$ cat config.mk
export PLATFORM = sky130hd
export DESIGN_NAME = rtc_bus_responder_flat
export DESIGN_NICKNAME = d
export VERILOG_FILES = /design/src/rtl/rtc_bus_if.sv /design/src/rtl/rtc_bus_responder.sv /design/src/flat_wrapper.sv
export SDC_FILE = /design/constraint.sdc
export NUM_CORES = 2
export LEC_CHECK = 0
export ABC_AREA = 1
export CAP_MARGIN = 0
export CORE_ASPECT_RATIO = 0.9
export CORE_MARGIN = 2
export CORE_UTILIZATION = 64
export CTS_CLUSTER_DIAMETER = 120
export CTS_CLUSTER_SIZE = 16
export DETAILED_ROUTE_END_ITERATION = 10
export PLACE_DENSITY_LB_ADDON = 0.1
export SYNTH_ARGS = -nofsm -noshare
export SYNTH_HDL_FRONTEND = slang
export SYNTH_SLANG_ARGS = --single-unit
$ cat constraint.sdc
create_clock -name clk -period 3.2 [get_ports clk]
set_input_delay 0.32 -clock clk [delete_from_list [all_inputs] [get_ports clk]]
set_output_delay 0.32 -clock clk [all_outputs]
set_load 0.1 [all_outputs]
$ cat src/rtl/rtc_bus_if.sv
// rtc_bus_if
// Host-side strobe bus of the RTC-style multiplexed parallel interface.
//   AD, RD, CS, WR : active-low strobes from the host (AD=0 selects address phase)
//   bus_in         : byte driven by the host
//   tick_1hz       : single-cycle timekeeping pulse
//   bus_out/bus_oe : read data and drive enable from the responder
//   proto_err      : single-cycle pulse on an illegal strobe combination
//   state_dbg      : responder bus FSM state, for observation only
interface rtc_bus_if;
    logic       AD;
    logic       RD;
    logic       CS;
    logic       WR;
    logic [7:0] bus_in;
    logic       tick_1hz;
    logic [7:0] bus_out;
    logic       bus_oe;
    logic       proto_err;
    logic [1:0] state_dbg;

    modport master (
        output AD, RD, CS, WR, bus_in, tick_1hz,
        input  bus_out, bus_oe, proto_err, state_dbg
    );

    modport slave (
        input  AD, RD, CS, WR, bus_in, tick_1hz,
        output bus_out, bus_oe, proto_err, state_dbg
    );
endinterface

$ cat src/rtl/rtc_bus_responder.sv
// rtc_bus_responder
// Behavioural RTC chip on the far end of the multiplexed AD/RD/CS/WR bus.
// Latches addresses, accepts writes, drives read data and keeps a BCD
// seconds/minutes/hours counter advanced by tick_1hz.
// Ports:
//   clk   : system clock
//   reset : synchronous, active-high
//   bus   : rtc_bus_if.slave (strobes, bus_in, tick_1hz in; bus_out, bus_oe,
//           proto_err, state_dbg out)
//
// Strobe protocol: a transaction starts when CS and WR (or RD) are low and is
// committed when WR/RD or CS returns high. AD=0 with WR=0 is an address phase,
// AD=1 with WR=0 a data write, AD=1 with RD=0 a read. The byte committed is the
// one present in the last cycle the strobe was low. RD and WR low together
// under CS is illegal and is flagged once until the strobes clear.
module rtc_bus_responder #(
    parameter int                 ADDR_W    = 8,
    parameter logic [ADDR_W-1:0]  SEC_ADDR  = 8'h21,
    parameter logic [ADDR_W-1:0]  MIN_ADDR  = 8'h22,
    parameter logic [ADDR_W-1:0]  HOUR_ADDR = 8'h23
) (
    input  logic       clk,
    input  logic       reset,
    rtc_bus_if.slave   bus
);
    localparam int DEPTH = 1 << ADDR_W;

    typedef enum logic [1:0] {
        IDLE  = 2'd0,
        ADDR  = 2'd1,
        WDATA = 2'd2,
        READ  = 2'd3
    } state_t;

    // two-flop synchronizers
    logic       ad_m, rd_m, cs_m, wr_m;
    logic       s_ad, s_rd, s_cs, s_wr;
    logic [7:0] bus_m, s_bus;

    always_ff @(posedge clk) begin
        if (reset) begin
            ad_m  <= 1'b1; rd_m <= 1'b1; cs_m <= 1'b1; wr_m <= 1'b1;
            s_ad  <= 1'b1; s_rd <= 1'b1; s_cs <= 1'b1; s_wr <= 1'b1;
            bus_m <= 8'h00;
            s_bus <= 8'h00;
        end else begin
            ad_m  <= bus.AD; rd_m <= bus.RD; cs_m <= bus.CS; wr_m <= bus.WR;
            s_ad  <= ad_m;   s_rd <= rd_m;   s_cs <= cs_m;   s_wr <= wr_m;
            bus_m <= bus.bus_in;
            s_bus <= bus_m;
        end
    end

    logic [7:0]        mem [0:DEPTH-1];
    state_t            state;
    logic [ADDR_W-1:0] addr_q;
    logic [7:0]        wd_q;        // most recent bus sample while the strobe is low
    logic [7:0]        bus_out_q;
    logic              bus_oe_q;
    logic              proto_err_q;
    logic              locked;      // ignore strobes until the bus has been seen idle
    logic [1:0]        arm_cnt;     // lets the synchronizers refill after reset
    logic              tick_pend;

    logic illegal, all_high, wr_commit, time_hit, tick_any;

    assign illegal   = !s_cs && !s_rd && !s_wr;
    assign all_high  = s_rd && s_wr && s_cs;
    // Release and the illegal combination are mutually exclusive, so a WDATA
    // state seeing a released strobe is always a clean commit.
    assign wr_commit = (state == WDATA) && (s_wr || s_cs);
    assign time_hit  = wr_commit &&
                       (addr_q == SEC_ADDR || addr_q == MIN_ADDR || addr_q == HOUR_ADDR);
    assign tick_any  = bus.tick_1hz || tick_pend;

    // Bus FSM
    always_ff @(posedge clk) begin
        if (reset) begin
            state       <= IDLE;
            addr_q      <= '0;
            wd_q        <= 8'h00;
            bus_out_q   <= 8'h00;
            bus_oe_q    <= 1'b0;
            proto_err_q <= 1'b0;
            locked      <= 1'b1;
            arm_cnt     <= 2'd0;
        end else begin
            proto_err_q <= 1'b0;
            if (arm_cnt != 2'd2) arm_cnt <= arm_cnt + 2'd1;

            if (illegal && !locked) begin
                proto_err_q <= 1'b1;
                locked      <= 1'b1;
                state       <= IDLE;
                bus_oe_q    <= 1'b0;
            end else if (locked) begin
                state    <= IDLE;
                bus_oe_q <= 1'b0;
                // Synchronizer outputs are only trusted once refilled after reset.
                if (arm_cnt == 2'd2 && all_high) locked <= 1'b0;
            end else begin
                case (state)
                    IDLE: begin
                        if (!s_cs) begin
                            if (!s_wr) begin
                                wd_q  <= s_bus;
                                state <= s_ad ? WDATA : ADDR;
                            end else if (s_ad && !s_rd) begin
                                state     <= READ;
                                bus_oe_q  <= 1'b1;
                                bus_out_q <= mem[addr_q];
                            end
                        end
                    end
                    ADDR: begin
                        if (s_wr || s_cs) begin
                            addr_q <= wd_q[ADDR_W-1:0];
                            state  <= IDLE;
                        end else begin
                            wd_q <= s_bus;
                        end
                    end
                    WDATA: begin
                        if (s_wr || s_cs) state <= IDLE;
                        else              wd_q  <= s_bus;
                    end
                    READ: begin
                        if (s_rd || s_cs) begin
                            state    <= IDLE;
                            bus_oe_q <= 1'b0;
                        end else begin
                            bus_oe_q  <= 1'b1;
                            bus_out_q <= mem[addr_q];
                        end
                    end
                    default: state <= IDLE;
                endcase
            end
        end
    end

    // Nibble increment: low nibble 9 or F rolls to 0 and carries into the high nibble.
    function automatic logic [7:0] nib_inc(input logic [7:0] v);
        if (v[3:0] == 4'h9 || v[3:0] == 4'hF) nib_inc = {v[7:4] + 4'h1, 4'h0};
        else                                  nib_inc = v + 8'h01;
    endfunction

    // Register file and timekeeping
    always_ff @(posedge clk) begin
        if (reset) begin
            for (int i = 0; i < DEPTH; i++) mem[i] <= 8'h00;
            tick_pend <= 1'b0;
        end else begin
            if (wr_commit) mem[addr_q] <= wd_q;
            if (tick_any) begin
                if (time_hit) begin
                    // host write wins; the tick is applied next cycle
                    tick_pend <= 1'b1;
                end else begin
                    tick_pend <= 1'b0;
                    if (mem[SEC_ADDR] == 8'h59) begin
                        mem[SEC_ADDR] <= 8'h00;
                        if (mem[MIN_ADDR] == 8'h59) begin
                            mem[MIN_ADDR]  <= 8'h00;
                            mem[HOUR_ADDR] <= (mem[HOUR_ADDR] == 8'h23) ? 8'h00
                                                                        : nib_inc(mem[HOUR_ADDR]);
                        end else begin
                            mem[MIN_ADDR] <= nib_inc(mem[MIN_ADDR]);
                        end
                    end else begin
                        mem[SEC_ADDR] <= nib_inc(mem[SEC_ADDR]);
                    end
                end
            end
        end
    end

    assign bus.bus_out   = bus_out_q;
    assign bus.bus_oe    = bus_oe_q;
    assign bus.proto_err = proto_err_q;
    assign bus.state_dbg = state;
endmodule

$ cat src/flat_wrapper.sv
// flat-port wrapper written by rule: the top's interface ports become plain ports
module rtc_bus_responder_flat 
#(
    parameter int                 ADDR_W    = 8,
    parameter logic [ADDR_W-1:0]  SEC_ADDR  = 8'h21,
    parameter logic [ADDR_W-1:0]  MIN_ADDR  = 8'h22,
    parameter logic [ADDR_W-1:0]  HOUR_ADDR = 8'h23
)
  (clk, reset, bus_AD, bus_RD, bus_CS, bus_WR, bus_bus_in, bus_tick_1hz, bus_bus_out, bus_bus_oe, bus_proto_err, bus_state_dbg);
  rtc_bus_if bus_i ();
  input  logic clk;
  input  logic reset;
  input wire logic [$bits(bus_i.AD)-1:0] bus_AD;
  input wire logic [$bits(bus_i.RD)-1:0] bus_RD;
  input wire logic [$bits(bus_i.CS)-1:0] bus_CS;
  input wire logic [$bits(bus_i.WR)-1:0] bus_WR;
  input wire logic [$bits(bus_i.bus_in)-1:0] bus_bus_in;
  input wire logic [$bits(bus_i.tick_1hz)-1:0] bus_tick_1hz;
  output wire logic [$bits(bus_i.bus_out)-1:0] bus_bus_out;
  output wire logic [$bits(bus_i.bus_oe)-1:0] bus_bus_oe;
  output wire logic [$bits(bus_i.proto_err)-1:0] bus_proto_err;
  output wire logic [$bits(bus_i.state_dbg)-1:0] bus_state_dbg;
  assign bus_i.AD = bus_AD;
  assign bus_i.RD = bus_RD;
  assign bus_i.CS = bus_CS;
  assign bus_i.WR = bus_WR;
  assign bus_i.bus_in = bus_bus_in;
  assign bus_i.tick_1hz = bus_tick_1hz;
  assign bus_bus_out = bus_i.bus_out;
  assign bus_bus_oe = bus_i.bus_oe;
  assign bus_proto_err = bus_i.proto_err;
  assign bus_state_dbg = bus_i.state_dbg;
  rtc_bus_responder #(.ADDR_W(ADDR_W), .SEC_ADDR(SEC_ADDR), .MIN_ADDR(MIN_ADDR), .HOUR_ADDR(HOUR_ADDR)) u_core (.clk(clk), .reset(reset), .bus(bus_i));
endmodule
Word-level counts from Yosys, hierarchy flattened. Memory sizes are Yosys's and may differ from the RTL's. A register that Yosys moved wholly into a read port is not among the register bits. Index checks and enable logic that the tools add are counted. W data, S select, Z words.

Bits in writable memories: 2048. Input port bits: 15. Register bits: 56. Logic and storage cells: 173. Bits in latches: 0. Memory bits (read-only): 0. Output and inout port bits: 12. Memories: 1.

Memories: u_core.mem (words 256, bits a word 8, rd ports 4, clocked after Yosys merged registers in 1, write ports 256, line rtc_bus_responder.sv:54) `logic [7:0] mem [0:DEPTH-1];`.

Add/subtract/negate cells: 7. Muxes and demuxes: 80. Bitwise operators: 7. Divide/modulo/power cells: 0. Shifts and indexed selects: 0. $lt $le $gt $ge: 0. Reductions and logical operators: 33. Equality and inequality tests: 26. Multipliers: 0.

Operators by type and width (count): $mux W8 (34); $mux W1 (36); $eq A8 B6 Y1 const B (4); $pmux W8 S2 (2); $add A8 B1 Y8 const B (3); $eq A4 B4 Y1 const B (6); $eq A8 B7 Y1 const B (2); $add A4 B1 Y4 const B (3); $mux W2 (6); $reduce_and A4 Y1 (3); $ne A2 B2 Y1 const B (5); $logic_and A1 B1 Y1 (9); $logic_or A1 B1 Y1 (8); $ne A2 B1 Y1 const B (4); $reduce_or A8 Y1 (1); $reduce_and A7 Y1 (1); $eq A2 B2 Y1 const B (3); $pmux W2 S3 (1); $reduce_and A6 Y1 (1); $or A1 B1 Y1 (5); $logic_not A1 Y1 (4); $reduce_bool A2 Y1 (2); $reduce_or A2 Y1 (2); $ne A3 B3 Y1 const B (1); other kinds (6) (7).

Longest topological paths before layout.
Depth after elaboration: 10. Depth in mapped cells: 17. Depth with buffers taken out: 14.

Worst setup path before layout. Ideal clock, no wire load.

Kind: reg2reg. From: register u_core.state[1], in the netlist u_core.bus.state_dbg[1]. To: memory u_core.mem[125][0] (enable). Path slack: 0.187 ns. Library setup time: 0.329 ns. Period minus slack after synthesis: 3.013 ns. Buffers on the path: 2. Cell stages (with the launch flop): 10. Required time: 2.871 ns. Arrival time: 2.684 ns. Path through: dfxtp_1 -> ha_1 -> inv_1 -> nor2_4 -> nand2_4 -> buf_2 -> nor3_2 -> buf_4 -> nand2_1 -> nand2_1.

RTL lines: start, declared (line rtc_bus_responder.sv:55) `state_t state;`; start signal, assigned (line rtc_bus_responder.sv:107) `state <= s_ad ? WDATA : ADDR;`; end, declared (line rtc_bus_responder.sv:54).

==> flow_metrics.env <==
export IMPL_status="finished, final reports clean"
export IMPL_async_flop_share_pct=0
export IMPL_start_kind="register"
export IMPL_dieArea_mm2=0.1522
export IMPL_power_density_mw_per_mm2=498.7
export IMPL_num_rows=134
export IMPL_ir_drop_mv=0.6356
export IMPL_min_path_type="primary input to register"
export IMPL_drv_slew=0
export IMPL_vias=73030
export IMPL_pin_count=27
export IMPL_drt_pass1_iter_count=8
export IMPL_routed_via_density=6.309
export IMPL_synth_most_common_cell="nand2_1"
export IMPL_clkTransAtPathRegs_ns=0.07
export IMPL_critPathCaptureType="register"
export IMPL_cts_made_buffers=149
export IMPL_worstMarginPinSlew_ns=1.053
export IMPL_cts_path_max_buffers=3
export IMPL_route_detailed_drc=0
export IMPL_synth_top_area_cell="edfxtp_1"
export IMPL_core_area_mm2=0.1482
export IMPL_power_switching_uw=10620
export IMPL_antenna_found_initial=5
export IMPL_place_ws_ns=0.1405
export IMPL_htreeDepth=4
export IMPL_grt_remaining_overflow=0
export IMPL_wirelength_mm=274.8
export IMPL_crit_type="register to register"
export IMPL_cts_tree="done"
export IMPL_synth_top_cell_area_share_pct=64.46
export IMPL_setup_ws_ns=0.03304
export IMPL_detail_route_antenna_nets=0
export IMPL_p_clk_share_pct=34.7
export IMPL_syn_area_per_cell_um2=9.653
export IMPL_fin_skew_ns=0.03487
export IMPL_nets=9604
export IMPL_gp_routability_congestion=0.9333
export IMPL_cts_root_buf="clkbuf_16"
export IMPL_yosys_warnings=0
export IMPL_cap_viol_max_count=0
export IMPL_slew_limit_headroom_pct=29.81
export IMPL_drive_above_1_share_pct=5.323
export IMPL_die_h_um=370.3
export IMPL_grt_use_total_pct=35.87
export IMPL_crit_fanout=91
export IMPL_cts_num_sinks=2112
export IMPL_avgRoutedWirePerCell_um=23.74
export IMPL_seq_power_share_pct=62.3
export IMPL_hold_viol_final=0
export IMPL_ys_types=38
export IMPL_first_iter_violations=11000
export IMPL_die_x_um=411.0
export IMPL_synth_nets=9916
export IMPL_ys_seq_elements=2112
export IMPL_multi_input_area_mm2=0.02936
export IMPL_insertion_delay_ns=0.82
export IMPL_nFillCells=11190
export IMPL_p_int_uw=40410
export IMPL_initial_core_util_pct=64.37
export IMPL_synth_common_cells="nand2_1 (2,591), nor2_1 (2,106), edfxtp_1 (2,048), nand3_1 (2,038), clkbuf_1 (491)"
export IMPL_final_seq_area_mm2=0.06280
export IMPL_power_frac_comb_pct=3.1
export IMPL_synthFlopType="edfxtp_1"
export IMPL_finalCritPeriodShare_pct=98.97
export IMPL_cp_required_ns=3.97
export IMPL_fmax_ghz=0.3158
export IMPL_synthTopCellsByArea="edfxtp_1 (64%), nand3_1 (11%), nand2_1 (10%)"
export IMPL_switching_share_pct=20.81
export IMPL_io_buffer_count=26
export IMPL_tns_ns=0
export IMPL_cp_arrival_ns=3.94
export IMPL_synth_cells=9883
export IMPL_areaGrowthSynthToFinish_pct=7.249
export IMPL_netlist_area_mm2=0.09540
export IMPL_post_route_min_period_ns=3.167
export IMPL_cts_setup_buffers=0
export IMPL_grt_pass1_vias=67910
export IMPL_grt_max_degree=129
export IMPL_dp_hpwl_mm=166.2
export IMPL_leakagePower_uw=0.03505
export IMPL_grt_pass1_wl_mm=410.9
export IMPL_setup_viol=0
export IMPL_ys_seq_area_share_pct=65.81
export IMPL_synth_edf_count=2048
## worst max-delay path, cell delays in order (launching register included)
cell and delay [ns]:
dfxtp_4 0.43, inv_8 0.21, buf_12 0.32, buf_16 0.37, nand2_1 0.10, nand3_1 0.10
nand3_1 0.13, nand3_1 0.17, nand3_1 0.11, nand3_1 0.22, nand3_1 0.39, nand2_1 0.16
nand2_1 0.07, nand3_1 0.10, nand2_1 0.06, inv_1 0.04
## routing by layer
layer  global-route usage (%)  vias to the layer above  part of all wire, %
li1                         -                    32680                    -
met1                    51.10                    34880                   38
met2                    54.40                     4832                   45
met3                    7.126                      637                   13
met4                    15.24                        0                  4.2
met5                        0                        -                    0
## final timing paths
| check | start | endpoint | slack, ns | depth (start not counted) |
|---|---|---|---|---|
| setup / recovery | register | u_core.bus.bus_out[4]$_SDFFE_PP0P_ | 0.03 | 15 |
| setup reg to reg | register | u_core.bus.bus_out[4]$_SDFFE_PP0P_ | 0.03 | 15 |
| hold / removal | bus_bus_in[5] | u_core.bus_m[5]$_SDFF_PP0_ | 0.03 | 3 |
| hold reg to reg | u_core.bus_m[7]$_SDFF_PP0_ | u_core.s_bus[7]$_SDFF_PP0_ | 0.41 | 2 |
## through the flow
stage | power [uW] | hold slack [ns] | instances | utilization (%) | instance area (um^2)
after floorplan | 33280 | 0.3883 | 9883 | - | 95400
after global placement | 33820 | 0.3897 | 11390 | 66.28 | 98230
after detailed placement | 33900 | 0.3963 | 11390 | 66.28 | 98230
after CTS | 50960 | 0.003798 | 11570 | 69.00 | 102300
after global routing | 52170 | 0.03492 | 11570 | 69.03 | 102300
final | 51030 | 0.02697 | 11580 | 69.03 | 102300
## final cells by class
cell class | count | share of cell area [%]
clock inverters | 3 | 0.03302
well taps | 1972 | 2.411
diodes | 4 | 0.009783
inverters | 95 | 0.4390
multi-input cells | 6932 | 28.69
flip-flops and latches | 2112 | 61.37
clock buffers | 176 | 3.847
repair buffers | 281 | 3.190
## flip-flops by register name, summed over array words and instances (netlist names), named ones only
| signal | flops |
|---|---|
| u_core.bus.proto_err | 1 |
| u_core.cs_m | 1 |
| u_core.tick_pend | 1 |
| u_core.addr_q | 8 |
| u_core.wd_q | 8 |
| u_core.s_cs | 1 |
| u_core.locked | 1 |
| u_core.mem | 2048 |
| u_core.bus.bus_oe | 1 |
| u_core.s_rd | 1 |
| u_core.s_wr | 1 |
| u_core.s_bus | 8 |
| u_core.arm_cnt | 2 |
| u_core.rd_m | 1 |
| u_core.bus_m | 8 |
| u_core.bus.state_dbg | 2 |
| u_core.s_ad | 1 |
| u_core.ad_m | 1 |
| u_core.bus.bus_out | 8 |
| u_core.wr_m | 1 |
## power groups by stage
stage / combinational [uW] / sequential, uW / clock (uW)
finish: 1560 / 31800 / 17700
global route: 1710 / 31900 / 18600
CTS: 1540 / 31800 / 17700
detailed placement: 1530 / 32400 / 0
global placement: 1470 / 32300 / 0
floorplan: 1030 / 32200 / 0
## cells in the final DEF, fill, tap and decap left out, types with 2 or more instances in the layout
cell | netlist | routed
a211oi_1 | 3 | 3
a21oi_1 | 27 | 27
and3_1 | 2 | 2
buf_12 | 0 | 86
buf_4 | 5 | 169
clkbuf_1 | 491 | 22
clkbuf_16 | 0 | 154
clkdlybuf4s50_1 | 0 | 17
dfxtp_1 | 64 | 59
dfxtp_4 | 0 | 4
diode_2 | 0 | 4
dlygate4sd3_1 | 0 | 6
edfxtp_1 | 2048 | 2048
ha_1 | 18 | 18
inv_1 | 77 | 75
inv_2 | 9 | 6
inv_6 | 0 | 2
inv_8 | 0 | 12
nand2_1 | 2591 | 2591
nand2_2 | 35 | 35
nand3_1 | 2038 | 2033
nand3_2 | 0 | 5
nand4_1 | 3 | 3
nor2_1 | 2106 | 2106
nor2_2 | 2 | 2
nor3_1 | 10 | 8
nor3_2 | 10 | 3
nor3_4 | 2 | 11
nor4_4 | 3 | 4
o21ai_0 | 35 | 35
o22ai_1 | 10 | 10
o32ai_1 | 8 | 8
or2_2 | 10 | 10
xor2_1 | 9 | 9
## logic make-up after synthesis
group	Yosys count	share of synthesized area, %
DFF	2112	65.81
buffers and inverters	839	3.524
AOI/OAI and AO/OA	87	0.5207
adders and majority gates	18	0.2361
and+or+nand+nor	6817	29.82
xor gates and xnor gates	10	0.09181
## timing repair
item	4_1_cts	5_1_grt
setup endpoints to repair	0	12
hold buffers	6	0
resized for setup	0	8
endpoints found under the hold margin	7	0
(Power assumes the default switching activity.)
